===== config.mk =====
export PLATFORM = sky130hd
export DESIGN_NAME = fpu_lzd_pipe
export DESIGN_NICKNAME = d
export VERILOG_FILES = /design/src/rtl/fpu_lzd_pipe.sv
export SDC_FILE = /design/constraint.sdc
export NUM_CORES = 1
export LEC_CHECK = 0
export ABC_AREA = 1
export CAP_MARGIN = 20
export CORE_MARGIN = 3
export CORE_UTILIZATION = 57
export DETAILED_ROUTE_END_ITERATION = 12
export DONT_BUFFER_PORTS = 1
export GPL_TIMING_DRIVEN = 0
export PLACE_DENSITY = 0.72
export SYNTH_ARGS = -nofsm -noshare
export SYNTH_HDL_FRONTEND = slang
export SYNTH_SLANG_ARGS = --single-unit

===== constraint.sdc =====
create_clock -name clk -period 1.3 [get_ports clk]
set_clock_uncertainty 0.15 [all_clocks]
set_input_delay 0.195 -clock clk [delete_from_list [all_inputs] [get_ports clk]]
set_output_delay 0.195 -clock clk [all_outputs]
set_load 0.02 [all_outputs]

===== src/rtl/fpu_lzd_pipe.sv =====
// fpu_lzd_pipe: pipelined leading-zero / leading-one detector for the FMADD
// normaliser. The mantissa is conditioned (optional inversion, left-justified
// into a power-of-two width), then reduced by a tree of 2-bit cells and
// 2:1 merge nodes. Stage registers sit every LVLS_PER_STG levels and the root
// conversion feeds the final output register. Flow control is a global
// stall: every stage advances together when the output can move.
module fpu_lzd_pipe #(
    parameter int  W            = 24,
    parameter int  LVLS_PER_STG = 2,
    parameter int  TAG_W        = 4,
    localparam int CW           = $clog2(W + 1)
) (
    input  logic             clk,
    input  logic             rst,
    input  logic             in_valid,
    output logic             in_ready,
    input  logic [W-1:0]     in_data,
    input  logic             in_mode,
    input  logic [TAG_W-1:0] in_tag,
    output logic             out_valid,
    input  logic             out_ready,
    output logic [CW-1:0]    out_count,
    output logic             out_zero,
    output logic [TAG_W-1:0] out_tag
);

    // Padded tree width, number of tree levels and pipeline depth.
    localparam int PW  = 1 << $clog2(W);
    localparam int L   = $clog2(PW);
    localparam int LAT = (L + LVLS_PER_STG - 1) / LVLS_PER_STG;

    // ------------------------------------------------------------------
    // Global stall: the whole pipe moves only when the output slot is free
    // or is being drained this cycle.
    // ------------------------------------------------------------------
    logic advance;

    assign advance  = out_ready | ~out_valid;
    assign in_ready = advance;

    // ------------------------------------------------------------------
    // Pre-conditioning. Leading-one mode becomes leading-zero mode on the
    // inverted word. Zero padding goes below the data so it can never
    // produce a terminating bit ahead of real data.
    // ------------------------------------------------------------------
    logic [W-1:0]  mdata;
    logic [PW-1:0] pdata;

    // Invert for leading-one counting.
    always_comb begin
        mdata = in_mode ? ~in_data : in_data;
    end

    assign pdata = PW'(mdata) << (PW - W);

    // ------------------------------------------------------------------
    // Valid / tag shift register, one entry per pipeline register.
    // vld_pipe[LAT] is the output register. Bubbles travel as valid=0.
    // ------------------------------------------------------------------
    logic [LAT:1]            vld_pipe;
    logic [LAT:1][TAG_W-1:0] tag_pipe;

    // Shift valid bits and tags one stage forward on every advance.
    always_ff @(posedge clk) begin
        if (rst) begin
            vld_pipe <= '0;
            tag_pipe <= '0;
        end else if (advance) begin
            vld_pipe[1] <= in_valid;
            tag_pipe[1] <= in_tag;
            for (int i = 2; i <= LAT; i++) begin
                vld_pipe[i] <= vld_pipe[i-1];
                tag_pipe[i] <= tag_pipe[i-1];
            end
        end
    end

    assign out_valid = vld_pipe[LAT];
    assign out_tag   = tag_pipe[LAT];

    // ------------------------------------------------------------------
    // Reduction tree. Level k has PW>>(k+1) nodes, each with a val bit and a
    // (k+1)-bit pos giving the leading-zero count inside its 2^(k+1)-bit
    // span. cv/cp are the combinational node outputs, ov/op are what the
    // next level sees (registered at stage boundaries, wired otherwise).
    // The last level is never registered here: its register is the output
    // register after root conversion.
    // ------------------------------------------------------------------
    for (genvar k = 0; k < L; k++) begin : lv
        localparam int N       = PW >> (k + 1);
        localparam bit STG_REG = (((k + 1) % LVLS_PER_STG) == 0) && (k < L - 1);

        logic [N-1:0]      cv;
        logic [N-1:0]      ov;
        logic [N-1:0][k:0] cp;
        logic [N-1:0][k:0] op;

        if (k == 0) begin : g_cell
            // 2-bit cells: pos is 0 when the upper bit of the pair is set.
            for (genvar j = 0; j < N; j++) begin : g_n
                assign cv[j] = pdata[2*j+1] | pdata[2*j];
                assign cp[j] = ~pdata[2*j+1];
            end
        end else begin : g_merge
            // Merge nodes: take the high half if it holds a one, otherwise
            // skip the whole high half and continue into the low half.
            for (genvar j = 0; j < N; j++) begin : g_n
                assign cv[j] = lv[k-1].ov[2*j+1] | lv[k-1].ov[2*j];
                assign cp[j] = lv[k-1].ov[2*j+1] ? {1'b0, lv[k-1].op[2*j+1]}
                                                 : {1'b1, lv[k-1].op[2*j]};
            end
        end

        if (STG_REG) begin : g_reg
            // Stage boundary: capture this level's nodes, hold on stall.
            always_ff @(posedge clk) begin
                if (rst) begin
                    ov <= '0;
                    op <= '0;
                end else if (advance) begin
                    ov <= cv;
                    op <= cp;
                end
            end
        end else begin : g_wire
            assign ov = cv;
            assign op = cp;
        end
    end

    // ------------------------------------------------------------------
    // Root conversion. When the root is valid its pos is always below W
    // (padding sits under the data), so only the all-clear case saturates.
    // ------------------------------------------------------------------
    logic          root_val;
    logic [L-1:0]  root_pos;
    logic [CW-1:0] root_count;

    assign root_val = lv[L-1].ov[0];
    assign root_pos = lv[L-1].op[0];

    // Map the root node to a count, saturating to W when nothing was found.
    always_comb begin
        root_count = root_val ? CW'(root_pos) : CW'(W);
    end

    // Output register: loads with the rest of the pipe, holds on stall.
    always_ff @(posedge clk) begin
        if (rst) begin
            out_count <= '0;
            out_zero  <= 1'b0;
        end else if (advance) begin
            out_count <= root_count;
            out_zero  <= ~root_val;
        end
    end

endmodule


==> results of run 1 <==
-- cells in the mapped netlist --
master	number
sky130_fd_sc_hd__inv_1	35
sky130_fd_sc_hd__a21oi_1	22
sky130_fd_sc_hd__buf_4	8
sky130_fd_sc_hd__clkbuf_1	4
sky130_fd_sc_hd__dfxtp_1	50
sky130_fd_sc_hd__inv_2	1
sky130_fd_sc_hd__nor3_1	1
sky130_fd_sc_hd__or2_0	1
sky130_fd_sc_hd__nand2_2	1
sky130_fd_sc_hd__buf_6	2
sky130_fd_sc_hd__buf_2	7
sky130_fd_sc_hd__nand2_1	92
sky130_fd_sc_hd__a21oi_2	5
sky130_fd_sc_hd__clkbuf_2	1
sky130_fd_sc_hd__nand3_1	11
sky130_fd_sc_hd__o211ai_1	1
sky130_fd_sc_hd__nor2_1	79
sky130_fd_sc_hd__o21ai_0	40
-- final timing paths --
kind / endpoint / start / cells after the start
worst max register to register: vld_pipe[3]$_SDFFE_PP0P_ / vld_pipe[3]$_SDFFE_PP0P_ / 5
worst min register to register: vld_pipe[3]$_SDFFE_PP0P_ / vld_pipe[2]$_SDFFE_PP0P_ / 2
worst min-delay path: lv[1].ov[3]$_SDFFE_PP0P_ / in_data[4] / 4
worst max-delay path: in_ready / vld_pipe[3]$_SDFFE_PP0P_ / 3
-- flip-flops by register name (all words and copies together) (netlist names) --
register,cells
lv.ov,8
tag_pipe,8
lv.op,21
out_count,5
out_tag,4
out_zero,1
vld_pipe,3
-- cell families (layout without fill, tap and decap cells) --
group / Yosys count / count (layout) / synth area share
AND/OR/NAND/NOR: 185 / 185 / 0.304
AO/OA/AOI/OAI: 68 / 68 / 0.154
flip-flops: 50 / 50 / 0.426
buffers and inverters: 58 / 75 / 0.116
-- placed cells by master (no fill, tap or decap), types with 11 or more instances in the layout --
cell                       n
sky130_fd_sc_hd__buf_4    11
sky130_fd_sc_hd__o21ai_0  28
sky130_fd_sc_hd__nand2_1  92
sky130_fd_sc_hd__nand3_1  11
sky130_fd_sc_hd__inv_1    35
sky130_fd_sc_hd__o21ai_1  11
sky130_fd_sc_hd__a21oi_2  12
sky130_fd_sc_hd__a21oi_1  15
sky130_fd_sc_hd__nor2_1   76
sky130_fd_sc_hd__dfxtp_1  49
-- through the flow --
stage / setup TNS [ns] / area [um^2]
floorplan: 0 / 2350
global placement: -2.76 / 2410
detailed placement: -3.23 / 2410
CTS: -0.209 / 2670
global route: -0.584 / 2700
finish: -0.242 / 2700
-- where the power goes --
group	internal [mW]	switching [mW]	total, mW
registers	1.64	0.0845	1.72
clock network	0.575	0.513	1.09
logic	0.185	0.273	0.458
total	2.40	0.871	3.27
-- per-layer routing --
layer,GRT usage,wire [um],vias up
li1,-,-,1146
met1,0.306,2420,1008
met2,0.365,2670,76
met3,0.0417,330,12
met4,0.0511,52,0
met5,0,0,-
-- final cells by class --
| class | instances | share of cell area |
|---|---|---|
| Inverter | 36 | 0.0501 |
| Timing Repair Buffer | 9 | 0.0399 |
| Clock buffer | 6 | 0.0269 |
| Buffer | 22 | 0.0575 |
| Tap cell | 48 | 0.0223 |
| Multi-Input combinational cell | 253 | 0.417 |
| Sequential cell | 50 | 0.373 |
| Clock inverter | 2 | 0.0139 |
-- worst reg2reg max path, delay by kind of cell (launching register included) --
kind / cells / cell delay [ns]
buffers and inverters: 3 / 0.55
DFF: 1 / 0.40
AOI/OAI and AO/OA: 1 / 0.10
and+or+nand+nor: 1 / 0.07
-- what timing repair did --
action                                 CTS  global route
gates resized for setup                 13            22
endpoints found under the hold margin    6             0
pin swaps                                1             1
gates cloned                             1             0
setup endpoints to repair               50            33
hold buffers                             6             0
setup buffers                            2             0
==> reports/qor.tcl, run 1 <==
set qor(clockBufferDepth) 2
set qor(failing_checks) {hold timing, setup timing}
set qor(yosys.area.top_type) {sky130_fd_sc_hd__dfxtp_1}
set qor(post_drt_via_cell_ratio) 5.26
set qor(timing.critical_path.buf_inv) 2
set qor(static-leakage-power_nw) 1.29
set qor(outcome) {finished, violations left}
set qor(hpwlAfterDp_mm) 3.61
set qor(worst_ep_arrival_time_ns) 1.04
set qor(wl_mm) 5.48
set qor(timing.critical_path.slowest_cell_delay_ns) 0.40
set qor(grt_first_pass_wirelength_mm) 9.11
set qor(first_global_vias) 2075
set qor(buffers_on_ports) 0
set qor(utilization) 0.705
set qor(cell_mode_on_critical_path) {sky130_fd_sc_hd__buf_8}
set qor(timing.fmax_ghz) 0.722
set qor(hp-class) {input pin to flop}
set qor(synthToLayoutAreaGrowth_pct) 14.7
set qor(grt_start_max_net_pins) 16
set qor(multiInputGateArea_mm2) 0.00112
set qor(grt_antenna_before_repair) 0
set qor(critical_path.endpoint_type) {output pin}
set qor(net_count_after_synthesis) 394
set qor(die_area_mm2) 0.00493
set qor(synth_top_cell_area_share) 0.426
set qor(synth_area_mm2) 0.00235
set qor(timing.final.max_slew_violations) 0
set qor(detail_route.iter0.violations) 123
set qor(rrSetupSlack_ns) -0.04
set qor(via_count) 2242
set qor(place_congestion) 0.859
set qor(hold-worst-slack_ns) -0.00592
set qor(clock_tree_from_tritoncts) {done}
set qor(synth-seq-area-share) 0.426
set qor(cts-root-buf) {sky130_fd_sc_hd__clkbuf_8}
set qor(wl_per_cell_um) 12.9
set qor(place_inst) 409
set qor(worstPathCellList) {nand2_4 -> buf_8 -> buf_8}
set qor(floorplan.die.width_um) 70.2
set qor(starting_density_of_the_core) 0.614
set qor(synthDistinctLibCells) 18
set qor(clkTransAtPathRegs_ns) 0.09
set qor(post-place-ws_ns) -0.157
set qor(dr.pass1.iters) 6
set qor(critical_path.max_fanout) 6
set qor(global_route.overflow_total) 0
set qor(final_min_period_over_clock_period) 1.07
set qor(p_total_mw) 3.27
set qor(nets) 410
set qor(critPathTopFamily) {flip-flops}
set qor(die_y_um) 70.2
set qor(clock_tree.htree_level_count) 2
set qor(ff_latch_area_mm2) 0.00100
set qor(layout.cells.non_filler) 426
set qor(final_layout_size_suffix_gt1_frac) 0.130
set qor(tightest_slew_ns) 0.475
set qor(detail_route.drc_violations) 0
set qor(timing.critical_path.required_ns) 0.95
set qor(critical_path.startpoint_type) {flop}
set qor(top_ports) 45
set qor(core-area_mm2) 0.00383
set qor(clock_latency_at_the_later_pin_of_the_worst_skew_pair_ns) 0.30
set qor(path_class) {flop to output pin}
set qor(yosys_warnings) 0
set qor(drt_antenna_net_count) 0
set qor(n_fill_cell) 355
set qor(finalHoldViolCount) 1
set qor(setup_repair_after_global_routing_missed_its_margin) {true}
set qor(timing.critical_path.slowest_stage_cell) {sky130_fd_sc_hd__dfxtp_4}
set qor(synth_seq_cells) 50
set qor(power-per-cell-area_mw_per_mm2) 1210
set qor(cts_made_buffers) 5
set qor(syn_area_per_cell_um2) 6.51
set qor(n_antenna_cell) 0
set qor(final_critical_path_setup_slack_ns) -0.0859
set qor(gr-usage-all-layers) 0.223
set qor(rows) 22
set qor(slew_headroom) 0.683
set qor(cap_viol_max_count) 0
set qor(report.final.setup_viol) 6
set qor(clkSinkCount) 50
set qor(yosys-top-cells-area) {sky130_fd_sc_hd__dfxtp_1 43%, sky130_fd_sc_hd__nand2_1 15%, sky130_fd_sc_hd__nor2_1 13%, sky130_fd_sc_hd__o21ai_0 8.5%, sky130_fd_sc_hd__inv_1 5.6%}
set qor(post_synth_inst_count) 361
set qor(fin_crit_ns) 1.39
set qor(power.ir.vdd_worst_mv) 0.858
(Power assumes the default switching activity.)
==> inputs of run 2 (changes only) <==
--- a/config.mk
+++ b/config.mk
@@ -13,6 +13,7 @@
 export DONT_BUFFER_PORTS = 1
 export GPL_TIMING_DRIVEN = 0
 export PLACE_DENSITY = 0.72
+export SKIP_CTS_REPAIR_TIMING = 1
 export SYNTH_ARGS = -nofsm -noshare
 export SYNTH_HDL_FRONTEND = slang
 export SYNTH_SLANG_ARGS = --single-unit
==> reports/qor.tcl, run 2 (synthesis gave the netlist of run 1 again) <==
set qor(power-per-cell-area_mw_per_mm2) 1220
set qor(rows) 22
set qor(detail_route.drc_violations) 0
set qor(wl_mm) 5.31
set qor(cap_viol_max_count) 0
set qor(nets) 409
set qor(drt_antenna_net_count) 0
set qor(critical_path.max_fanout) 7
set qor(slew_headroom) 0.685
set qor(top_ports) 45
set qor(finalHoldViolCount) 2
set qor(clockBufferDepth) 2
set qor(core-area_mm2) 0.00383
set qor(gr-usage-all-layers) 0.211
set qor(dr.pass1.iters) 4
set qor(global_route.overflow_total) 0
set qor(timing.critical_path.required_ns) 0.95
set qor(post_drt_via_cell_ratio) 5.10
set qor(first_global_vias) 1965
set qor(via_count) 2166
set qor(detail_route.iter0.violations) 176
set qor(hp-class) {input pin to flop}
set qor(worst_ep_arrival_time_ns) 1.05
set qor(layout_commonest_cell) {sky130_fd_sc_hd__nand2_1}
set qor(clkTransAtPathRegs_ns) 0.08
set qor(synthToLayoutAreaGrowth_pct) 13.1
set qor(die_area_mm2) 0.00493
set qor(final_layout_size_suffix_gt1_frac) 0.109
set qor(critical_path.startpoint_type) {flop}
set qor(min_delay_path_depth) 4
set qor(hold-worst-slack_ns) -0.00372
set qor(place_congestion) 0.859
set qor(clkSinkCount) 50
set qor(layout.cells.non_filler) 425
set qor(clock_tree_from_tritoncts) {done}
set qor(utilization) 0.695
set qor(postLayoutCellArea_mm2) 0.00266
set qor(floorplan.die.width_um) 70.2
set qor(grt_start_max_net_pins) 16
set qor(grt_antenna_before_repair) 0
set qor(rr_worst_depth) 5
set qor(power.ir.vdd_worst_mv) 0.889
set qor(p_total_mw) 3.23
set qor(wl_per_cell_um) 12.5
set qor(tightest_slew_ns) 0.472
set qor(clock_latency_at_the_later_pin_of_the_worst_skew_pair_ns) 0.29
set qor(layout_common_cells) {92 x sky130_fd_sc_hd__nand2_1, 79 x sky130_fd_sc_hd__nor2_1, 49 x sky130_fd_sc_hd__dfxtp_1, 35 x sky130_fd_sc_hd__inv_1, 25 x sky130_fd_sc_hd__o21ai_0}
set qor(fin_crit_ns) 1.39
set qor(cts_made_buffers) 5
set qor(timing.fmax_ghz) 0.719
set qor(path_class) {flop to output pin}
set qor(grt_first_pass_wirelength_mm) 8.66
set qor(largest_register_ff_count) 21
set qor(die_y_um) 70.2
set qor(place_inst) 409
set qor(starting_density_of_the_core) 0.614
set qor(setup_repair_after_global_routing_missed_its_margin) {true}
set qor(n_fill_cell) 358
set qor(report.final.setup_viol) 1
set qor(n_antenna_cell) 0
set qor(outcome) {finished, violations left}
set qor(hpwlAfterDp_mm) 3.61
set qor(critical_path.endpoint_type) {output pin}
set qor(final_critical_path_setup_slack_ns) -0.0911
set qor(final_min_period_over_clock_period) 1.07
set qor(timing.final.max_slew_violations) 0
set qor(register_with_the_highest_flop_count) {lv.op}
set qor(failing_checks) {hold timing, setup timing}
set qor(buffers_on_ports) 0
set qor(static-leakage-power_nw) 1.28
set qor(largest_registers) {lv.op: 21 flops, lv.ov: 8 flops, tag_pipe: 8 flops}
set qor(place_area_mm2) 0.00241
set qor(cts-root-buf) {sky130_fd_sc_hd__clkbuf_8}
set qor(clock_tree.htree_level_count) 2
[run 2: area by class of cell]
type	instances	area [um^2]	share of cell area
multi-input cells	253	1100	0.413
plain buffers	22	160	0.0603
well taps	48	60.1	0.0226
clock inverters	2	37.5	0.0141
repair buffers	8	90.1	0.0339
flip-flops and latches	50	1000	0.378
inverters	36	135	0.0508
clock buffers	6	72.6	0.0273
[run 2: worst max-delay path: stages, from the launching register on]
cell and delay, ns:
sky130_fd_sc_hd__dfxtp_4 0.40, sky130_fd_sc_hd__nand2_4 0.07, sky130_fd_sc_hd__buf_8 0.14, sky130_fd_sc_hd__buf_12 0.14
[run 2: power breakdown]
group / switching (mW) / leakage, nW / internal, mW
logic: 0.266 / 0.818 / 0.177
registers: 0.0821 / 0.415 / 1.64
clock network: 0.498 / 0.0514 / 0.574
[run 2: worst paths after layout]
check | start | to | slack, ns
worst max-delay path | vld_pipe[3]$_SDFFE_PP0P_ | in_ready | -0.09
worst min register to register | vld_pipe[2]$_SDFFE_PP0P_ | vld_pipe[3]$_SDFFE_PP0P_ | 0.31
worst max register to register | lv[3].ov[1]$_SDFFE_PP0P_ | out_count[2]$_SDFFE_PP0P_ | 0.03
worst min-delay path | in_data[4] | lv[1].ov[3]$_SDFFE_PP0P_ | -0.004
[run 2: metal layers]
layer / wire, um / vias up / global-route usage
met5: 0 / - / 0
met4: 22 / 0 / 0.0426
met3: 231 / 4 / 0.0417
met2: 2480 / 44 / 0.336
met1: 2570 / 973 / 0.299
li1: - / 1145 / -
[run 2: metrics by stage]
stage | setup TNS (ns) | worst slack [ns]
after global routing | -0.309 | -0.125
after detailed placement | -3.23 | -0.157
final | -0.0911 | -0.0911
after floorplan | 0 | 0.00863
after CTS | -4.30 | -0.301
after global placement | -2.76 | -0.157
==> inputs of run 3 (changes only) <==
--- a/config.mk
+++ b/config.mk
@@ -8,11 +8,11 @@
 export ABC_AREA = 1
 export CAP_MARGIN = 20
 export CORE_MARGIN = 3
-export CORE_UTILIZATION = 57
+export CORE_UTILIZATION = 29
+export CTS_BUF_LIST = sky130_fd_sc_hd__clkbuf_4 sky130_fd_sc_hd__clkbuf_8 sky130_fd_sc_hd__clkbuf_16
 export DETAILED_ROUTE_END_ITERATION = 12
 export DONT_BUFFER_PORTS = 1
 export GPL_TIMING_DRIVEN = 0
-export PLACE_DENSITY = 0.72
 export SKIP_CTS_REPAIR_TIMING = 1
 export SYNTH_ARGS = -nofsm -noshare
 export SYNTH_HDL_FRONTEND = slang
==> reports/qor.tcl, run 3 (synthesis gave the netlist of run 1 again) <==
set qor(outcome) {finished, violations left}
set qor(failing_checks) {hold timing, setup timing}
set qor(via_count) 2147
set qor(power.ir.vdd_worst_mv) 0.402
set qor(timing.critical_path.from) {vld_pipe[3]$_SDFFE_PP0P_}
set qor(die_y_um) 96.0
set qor(floorplan.die.width_um) 96.0
set qor(hp-class) {input pin to flop}
set qor(rrSetupSlack_ns) 0.02
set qor(clock_tree.htree_level_count) 2
set qor(ff_latch_area_mm2) 0.00100
set qor(timing.critical_path.required_ns) 0.95
set qor(core-area_mm2) 0.00781
set qor(grt_antenna_before_repair) 0
set qor(place_inst) 463
set qor(clock_latency_at_the_later_pin_of_the_worst_skew_pair_ns) 0.29
set qor(n_fill_cell) 850
set qor(grt_first_pass_wirelength_mm) 8.88
set qor(dr.pass1.iters) 4
set qor(critical_path.endpoint_type) {output pin}
set qor(top_ports) 45
set qor(cap_viol_max_count) 0
set qor(n_antenna_cell) 0
set qor(place_area_mm2) 0.00248
set qor(clock_tree_from_tritoncts) {done}
set qor(cts-root-buf) {sky130_fd_sc_hd__clkbuf_8}
set qor(final_critical_path_setup_slack_ns) -0.0883
set qor(place_congestion) 0.821
set qor(layout_common_cells) {91 x sky130_fd_sc_hd__nand2_1, 78 x sky130_fd_sc_hd__nor2_1, 49 x sky130_fd_sc_hd__dfxtp_1, 35 x sky130_fd_sc_hd__inv_1, 25 x sky130_fd_sc_hd__o21ai_0}
set qor(tightest_slew_ns) 0.452
set qor(buffers_on_ports) 0
set qor(hpwlAfterDp_mm) 3.92
set qor(final_layout_size_suffix_gt1_frac) 0.121
set qor(cts_made_buffers) 5
set qor(largest_registers) {lv.op: 21 flops, lv.ov: 8 flops, tag_pipe: 8 flops}
set qor(drt_antenna_net_count) 0
set qor(gr-usage-all-layers) 0.122
set qor(global_route.overflow_total) 0
set qor(synthToLayoutAreaGrowth_pct) 17.5
set qor(clockBufferDepth) 2
set qor(detail_route.drc_violations) 0
set qor(timing.rr.start) {vld_pipe[3]$_SDFFE_PP0P_}
set qor(grt_start_max_net_pins) 15
set qor(timing.final.max_slew_violations) 0
set qor(final_min_period_over_clock_period) 1.07
set qor(postLayoutCellArea_mm2) 0.00276
set qor(starting_density_of_the_core) 0.301
set qor(register_with_the_highest_flop_count) {lv.op}
set qor(hold-worst-slack_ns) -0.00140
set qor(path_class) {flop to output pin}
set qor(critical_path.reg2reg.endpoint) {lv[3].ov[1]$_SDFFE_PP0P_}
set qor(finalHoldViolCount) 1
set qor(detail_route.iter0.violations) 89
set qor(critical_path.startpoint_type) {flop}
set qor(wl_per_cell_um) 11.5
set qor(die_area_mm2) 0.00922
set qor(nets) 412
set qor(rr_worst_depth) 6
set qor(layout.cells.non_filler) 482
set qor(clkSinkCount) 50
set qor(largest_register_ff_count) 21
set qor(fin_crit_ns) 1.39
set qor(wl_mm) 5.55
set qor(critical_path.max_fanout) 6
set qor(worst_ep_arrival_time_ns) 1.04
set qor(setup_repair_after_global_routing_missed_its_margin) {true}
set qor(timing.fmax_ghz) 0.720
set qor(report.final.setup_viol) 1
set qor(min_delay_path_depth) 4
set qor(static-leakage-power_nw) 1.31
set qor(layout_commonest_cell) {sky130_fd_sc_hd__nand2_1}
set qor(multiInputGateArea_mm2) 0.00110
set qor(rows) 32
set qor(slew_headroom) 0.698
set qor(power-per-cell-area_mw_per_mm2) 1120
set qor(first_global_vias) 1978
set qor(post_drt_via_cell_ratio) 4.45
set qor(clkTransAtPathRegs_ns) 0.08
set qor(cp-endpoint) {in_ready}
[run 3: changes by cell type in the layout (fill, tap and decap cells not counted), sizes merged]
cell,delta
clkbuf,+2
clkinv,+1
bufinv,-1
clkinvlp,-1
buf,+2
[run 3: worst max-delay path, stage by stage, from the launching register on]
cell                      delay (ns)
sky130_fd_sc_hd__dfxtp_4        0.40
sky130_fd_sc_hd__nand2_4        0.07
sky130_fd_sc_hd__buf_8          0.14
sky130_fd_sc_hd__buf_12         0.13
[run 3: cell type report]
class / instances / share of cell area
buffer: 22 / 0.0616
inverter: 36 / 0.0489
clock inverter: 1 / 0.00181
sequential: 50 / 0.364
clock buffer: 7 / 0.0326
tap: 102 / 0.0462
timing repair buffer: 11 / 0.0471
multi-input combinational: 253 / 0.398
[run 3: power by group]
part           switching (mW)  total [mW]  internal [mW]
sequential             0.0813        1.72           1.64
combinational           0.265       0.450          0.185
clock                   0.484       0.934          0.451
total                   0.830        3.10           2.27
[run 3: through the flow]
step,utilization,setup TNS [ns],worst slack [ns],total power [mW]
6_report,0.354,-0.0883,-0.0883,3.10
5_1_grt,0.354,-0.197,-0.127,3.27
4_1_cts,0.329,-4.87,-0.314,3.08
3_5_place_dp,0.317,-3.70,-0.131,2.16
3_3_place_gp,0.317,-3.53,-0.128,2.15
2_1_floorplan,-,0,0.00863,2.06
[run 3: how the worst min path moves through the flow]
stage / startpoint / endpoint / slack, ns
after CTS: in_tag[0] / tag_pipe[0]$_SDFFE_PP0P_ / -0.12
after global routing: in_data[20] / lv[1].ov[7]$_SDFFE_PP0P_ / 0.01
final: in_data[4] / lv[1].ov[3]$_SDFFE_PP0P_ / -0.001
after global placement: in_tag[1] / tag_pipe[1]$_SDFFE_PP0P_ / 0.18
after detailed placement: in_tag[0] / tag_pipe[0]$_SDFFE_PP0P_ / 0.19
after floorplan: in_tag[3] / tag_pipe[3]$_SDFFE_PP0P_ / 0.18
[run 3: routing by layer]
layer / GRT usage / part of all wire
met4: 0.0249 / 0.0043
met5: 0 / 0
met3: 0.0305 / 0.055
met2: 0.209 / 0.47
met1: 0.153 / 0.47
